===== src/rtl/adder.sv =====
// adder: WIDTH-bit two-level carry-lookahead adder with a registered copy of
// the result and status flags.
//
// Ports:
//   clk    - sole clock; all registered outputs update on its rising edge
//   rst    - synchronous active-high reset, clears the registered outputs only
//   A, B   - WIDTH-bit operands (unsigned or two's complement)
//   Cin    - carry-in
//   Sum    - combinational A+B+Cin mod 2^WIDTH
//   Cout   - combinational carry-out of the MSB
//   Sum_q  - Sum captured on the previous rising clk edge
//   Cout_q - Cout captured on the previous rising clk edge
//   Ovf_q  - signed overflow captured on the previous rising clk edge
//   Zero_q - (Sum == 0) captured on the previous rising clk edge
//
// WIDTH must be a multiple of 4: the carry tree is built from 4-bit
// lookahead blocks joined by a second-level lookahead unit.
module adder #(
    parameter int WIDTH = 8
) (
    input  logic             clk,
    input  logic             rst,
    input  logic [WIDTH-1:0] A,
    input  logic [WIDTH-1:0] B,
    input  logic             Cin,
    output logic [WIDTH-1:0] Sum,
    output logic             Cout,
    output logic [WIDTH-1:0] Sum_q,
    output logic             Cout_q,
    output logic             Ovf_q,
    output logic             Zero_q
);

    localparam int NB = WIDTH / 4;

    logic [WIDTH-1:0] p;
    logic [WIDTH-1:0] g;
    logic [WIDTH:0]   c;
    logic [NB-1:0]    grp_p;
    logic [NB-1:0]    grp_g;
    logic [NB:0]      blk_c;
    logic             overflow;

    assign p = A ^ B;
    assign g = A & B;

    // Each 4-bit block derives its internal carries directly from its own
    // carry-in (flattened lookahead terms, no ripple) and reports group
    // propagate/generate to the second level.
    for (genvar k = 0; k < NB; k++) begin : g_blk
        logic [3:0] bp;
        logic [3:0] bg;
        logic       ci;

        assign bp = p[4*k +: 4];
        assign bg = g[4*k +: 4];
        assign ci = blk_c[k];

        assign c[4*k]   = ci;
        assign c[4*k+1] = bg[0] | (bp[0] & ci);
        assign c[4*k+2] = bg[1] | (bp[1] & bg[0]) | (bp[1] & bp[0] & ci);
        assign c[4*k+3] = bg[2] | (bp[2] & bg[1]) | (bp[2] & bp[1] & bg[0])
                        | (bp[2] & bp[1] & bp[0] & ci);

        assign grp_p[k] = &bp;
        assign grp_g[k] = bg[3] | (bp[3] & bg[2]) | (bp[3] & bp[2] & bg[1])
                        | (bp[3] & bp[2] & bp[1] & bg[0]);
    end

    // Second-level lookahead: every block carry-in is an independent
    // sum-of-products over all lower group generates/propagates and Cin,
    // so no block waits on the carry of the block below it.
    always_comb begin
        logic term;
        logic acc;
        blk_c    = '0;
        blk_c[0] = Cin;
        for (int j = 1; j <= NB; j++) begin
            acc = 1'b0;
            for (int i = 0; i < j; i++) begin
                term = grp_g[i];
                for (int m = i + 1; m < j; m++) begin
                    term = term & grp_p[m];
                end
                acc = acc | term;
            end
            term = Cin;
            for (int m = 0; m < j; m++) begin
                term = term & grp_p[m];
            end
            blk_c[j] = acc | term;
        end
    end

    assign c[WIDTH] = blk_c[NB];

    assign Sum  = p ^ c[WIDTH-1:0];
    assign Cout = c[WIDTH];

    // Signed overflow: carry into the MSB differs from carry out of it.
    assign overflow = c[WIDTH] ^ c[WIDTH-1];

    // Result register; reset wins over capture and clears every flag,
    // including Zero_q, which therefore reads 0 straight after reset.
    always_ff @(posedge clk) begin
        if (rst) begin
            Sum_q  <= '0;
            Cout_q <= 1'b0;
            Ovf_q  <= 1'b0;
            Zero_q <= 1'b0;
        end else begin
            Sum_q  <= Sum;
            Cout_q <= Cout;
            Ovf_q  <= overflow;
            Zero_q <= (Sum == '0);
        end
    end

endmodule


===== config.mk =====
export PLATFORM = sky130hd
export DESIGN_NAME = adder
export DESIGN_NICKNAME = d
export VERILOG_FILES = /design/src/rtl/adder.sv
export SDC_FILE = /design/constraint.sdc
export NUM_CORES = 1
export LEC_CHECK = 0
export BUFFER_PORTS_ARGS = -buffer_cell sky130_fd_sc_hd__buf_2
export CORE_MARGIN = 1
export CORE_UTILIZATION = 30
export CTS_BUF_LIST = sky130_fd_sc_hd__clkbuf_16
export CTS_CLUSTER_DIAMETER = 80
export DETAILED_ROUTE_END_ITERATION = 16
export GPL_ROUTABILITY_DRIVEN = 1
export PLACE_DENSITY = 0.57
export SYNTH_ARGS = -nofsm -noshare
export SYNTH_HDL_FRONTEND = slang
export SYNTH_SLANG_ARGS = --single-unit
export TNS_END_PERCENT = 5

===== constraint.sdc =====
create_clock -name clk -period 4.8 [get_ports clk]
set_input_delay 0.96 -clock clk [delete_from_list [all_inputs] [get_ports clk]]
set_output_delay 0.96 -clock clk [all_outputs]
set_load 0.02 [all_outputs]

==> run_results.csv <==
group,metric,value,unit
critical_path,crit_path_max_incr_delay,0.38,ns
yosys,synthSimpleGateAreaFrac,0.243,
sta,max_slew.worst_pin.slew,0.302,ns
layout,antenna_cells_inserted,0,
sta,unrepaired_setup_endpoints_after_global_routing,"no",
yosys,synth.cell_area,706,sq um
yosys,synth_async_sr_flop_share,0,
sta,final_setup_violating_endpoints,0,
floorplanning,start_util,0.319,
clock_network,cts_tree,"done",
place,placement.setup.worst_slack,1.13,ns
yosys,netlist-cell-type-count,28,
layout,commonest_cells_after_routing_fill_and_taps_aside,"sky130_fd_sc_hd__buf_2 (38), sky130_fd_sc_hd__dfxtp_1 (11), sky130_fd_sc_hd__ha_1 (8)",
yosys,number_of_warnings_printed_during_yosys_synthesis,0,
clock_network,clk_path_buf_depth,2,
routing,drt_first_iter_violations,7,
routing,drc_errors,0,
critical_path,critical_path_arrival,2.71,ns
yosys,main_combinational_cell_family_by_area_after_synthesis,"simple AND/OR/NAND/NOR gates",
clock_network,cell_at_the_root_of_the_clock_tree,"sky130_fd_sc_hd__clkbuf_16",
worst_hold_path,class_of_the_tightest_hold_or_removal_check,"input port to flip-flop",
floorplanning,placementRows,17,
clock_network,cts_resized,0,
yosys,synth_compound_gate_area_share,0.151,
yosys,synth_top_area_cell,"sky130_fd_sc_hd__dfxtp_1",
critical_path,critical_path.cell_chain,"buf_2 > ha_1 > nand3_1 > o21ai_0 > nor2_1 > fa_1 > xor2_1 > inv_1 > buf_2",
floorplanning,die_area,2550,sq um
global_routing,gr-total-overflow,0,
place,place.gp.congestion,0.797,
global_routing,via_count_of_the_first_global_routing_pass,606,
yosys,synth_cells,80,
routing,detail-route-antenna-nets,0,
layout,filler_cell_count,242,
critical_path,cell_family_contributing_the_most_delay_on_the_critical_path,"adder cells",
layout,fin_area,1010,sq um
floorplanning,chipHeight,50.5,um
yosys,yosys-top-cells-area,"sky130_fd_sc_hd__dfxtp_1 (31%), sky130_fd_sc_hd__ha_1 (14%), sky130_fd_sc_hd__fa_1 (5.7%), sky130_fd_sc_hd__a21oi_1 (5.0%), sky130_fd_sc_hd__nand2_1 (3.7%)",
yosys,mux_contribution_to_synthesized_area,0.0213,
clock_network,htreeDepth,1,
routing,avgViaCountPerCell,4.61,
sta,post-route-worst-setup-slack,1.13,ns
sta,hold_violations,0,
clock_network,cts-buffers-inserted,3,
critical_path,critical-path-slowest-cell,"sky130_fd_sc_hd__fa_1",
place,postPlaceCellArea,927,sq um
run_status,status,"complete, no violations",
yosys,synth-edff-count,0,
clock_network,post-cts-setup-buffer-count,0,
critical_path,critical_path_fanouts_max,6,
sta,maxClockFrequency,0.272,GHz
clock_network,cts_hold_buf,0,
critical_path,worst_ep_required_time,3.84,ns
critical_path,critical_path.most_common_cell,"sky130_fd_sc_hd__buf_2",
floorplanning,top_level_ports,39,
floorplanning,die_w,50.5,um
clock_network,cts.sinks,11,
global_routing,number_of_antenna_violations_at_the_first_check_in_global_routing,0,
layout,layout.cells.most_common,"sky130_fd_sc_hd__buf_2",
layout,layout-area-overhead-vs-synth,42.7,%
yosys,fraction_of_synthesized_cell_area_taken_by_the_top_area_cell_type,0.312,
power,p_per_area,376,nW/um^2
yosys,ys.flop_type,"sky130_fd_sc_hd__dfxtp_1",
yosys,synthXorXnorAreaFrac,0.0372,
global_routing,track_usage,0.124,
worst_hold_path,timing.hold.worst_path_depth,2,
worst_hold_path,timing.hold.worst_endpoint,"Sum_q[7]$_SDFF_PP0_",
place,dpl.hpwl,1300,um
place,place.port_buffers,38,
layout,nets,151,
yosys,synth_seq_cells,11,
layout,layout-drive-gt1-share,0.405,
yosys,synthesis.nets,109,
power,p_leak,0.539,nW
critical_path,cp.buffers_inverters,3,
power,post-layout-total-power,0.000378,W
critical_path,crit_path_start_kind,"input port",
sta,layout_worst_path_cycle_share,0.765,
critical_path,category_of_the_critical_setup_timing_path,"input port to output port",
routing,drtPass1Iterations,4,
power,peakVddDrop,0.215,mV
global_routing,first_pass_grt_wire_length,2350,um
routing,wl_per_cell,10.2,um
routing,totalWireLength,1520,um
yosys,seq_area_frac_synth,0.312,
worst_hold_path,worst_hold_startpoint,"rst",
critical_path,end_kind,"output port",
run,drv.max_cap_violation_count,0,
global_routing,maximum_number_of_pins_on_one_net_before_global_route_repair,12,
sta,slew_headroom,0.797,
routing,via_count,687,
yosys,adder_cell_fraction_of_synth_area,0.199,
sta,setup-tns-final,0,ns
floorplanning,floorplan_core_area,2210,sq um
sta,min_tclk_post_route,3.67,ns
clock_network,path_clk_slew,0.04,ns
layout,postLayoutCoreUtil,0.455,
yosys,average_instance_area_after_synthesis,8.82,sq um
sta,final-max-slew-violation-count,0,
==> layout make-up <==
cell class / count / area (sq um) / share of cell area
Inverter: 6 / 22.5 / 0.0224
Multi-Input combinational cell: 62 / 459 / 0.456
Sequential cell: 11 / 220 / 0.219
Clock inverter: 1 / 5.00 / 0.00497
Timing Repair Buffer: 38 / 190 / 0.189
Tap cell: 28 / 35.0 / 0.0348
Clock buffer: 3 / 75.1 / 0.0745
==> synthesized netlist by cell type, types with 2 or more instances <==
cell type,instances
sky130_fd_sc_hd__inv_1,6
sky130_fd_sc_hd__nand2_1,7
sky130_fd_sc_hd__nand4_1,2
sky130_fd_sc_hd__and3_1,2
sky130_fd_sc_hd__nand3_1,5
sky130_fd_sc_hd__fa_1,2
sky130_fd_sc_hd__dfxtp_1,11
sky130_fd_sc_hd__a21oi_1,7
sky130_fd_sc_hd__nor2_1,7
sky130_fd_sc_hd__ha_1,8
sky130_fd_sc_hd__xor2_1,2
sky130_fd_sc_hd__a21o_1,2
sky130_fd_sc_hd__a211o_1,2
sky130_fd_sc_hd__nor2b_1,3
==> metal layers <==
metal | vias to the layer above | share of wire | GRT usage
met5 | - | 0 | 0
met4 | 0 | 0 | 0.0694
met3 | 0 | 0.038 | 0.0273
met2 | 18 | 0.51 | 0.207
li1 | 361 | - | -
met1 | 308 | 0.45 | 0.145
==> cell families after synthesis <==
group | count (synthesis)
AO/OA/AOI/OAI | 15
XOR/XNOR | 3
flip-flops | 11
adder cells (fa/ha/maj) | 10
multiplexers | 1
buffers and inverters | 7
AND/OR/NAND/NOR | 33
==> sequential cells by signal, summed over array words and instances (netlist names) <==
register	cells
Ovf_q	1
Zero_q	1
Sum_q	8
Cout_q	1
==> worst max path at each step <==
stage               startpoint     end  slack (ns)  cells past startpoint
finish                    A[2]  Sum[5]        1.13                      9
global route              A[2]  Sum[5]        0.95                      9
CTS                       A[2]  Sum[5]        1.12                      9
detailed placement        A[2]  Sum[5]        1.13                      9
global placement          A[2]  Sum[5]        1.19                      9
floorplan                 A[2]  Sum[5]        1.47                      7
==> power breakdown <==
group          internal (W)  switching [W]  leakage (nW)
sequential         0.000102     0.00000182        0.0913
clock              0.000110      0.0000358        0.0409
combinational     0.0000498      0.0000797         0.407
==> through the flow <==
step,hold slack (ns),cells
floorplan,1.16,80
global placement,1.26,145
detailed placement,1.26,145
CTS,1.02,149
global route,1.03,149
finish,1.02,149
No activity file was read; power rests on OpenSTA's default activity.
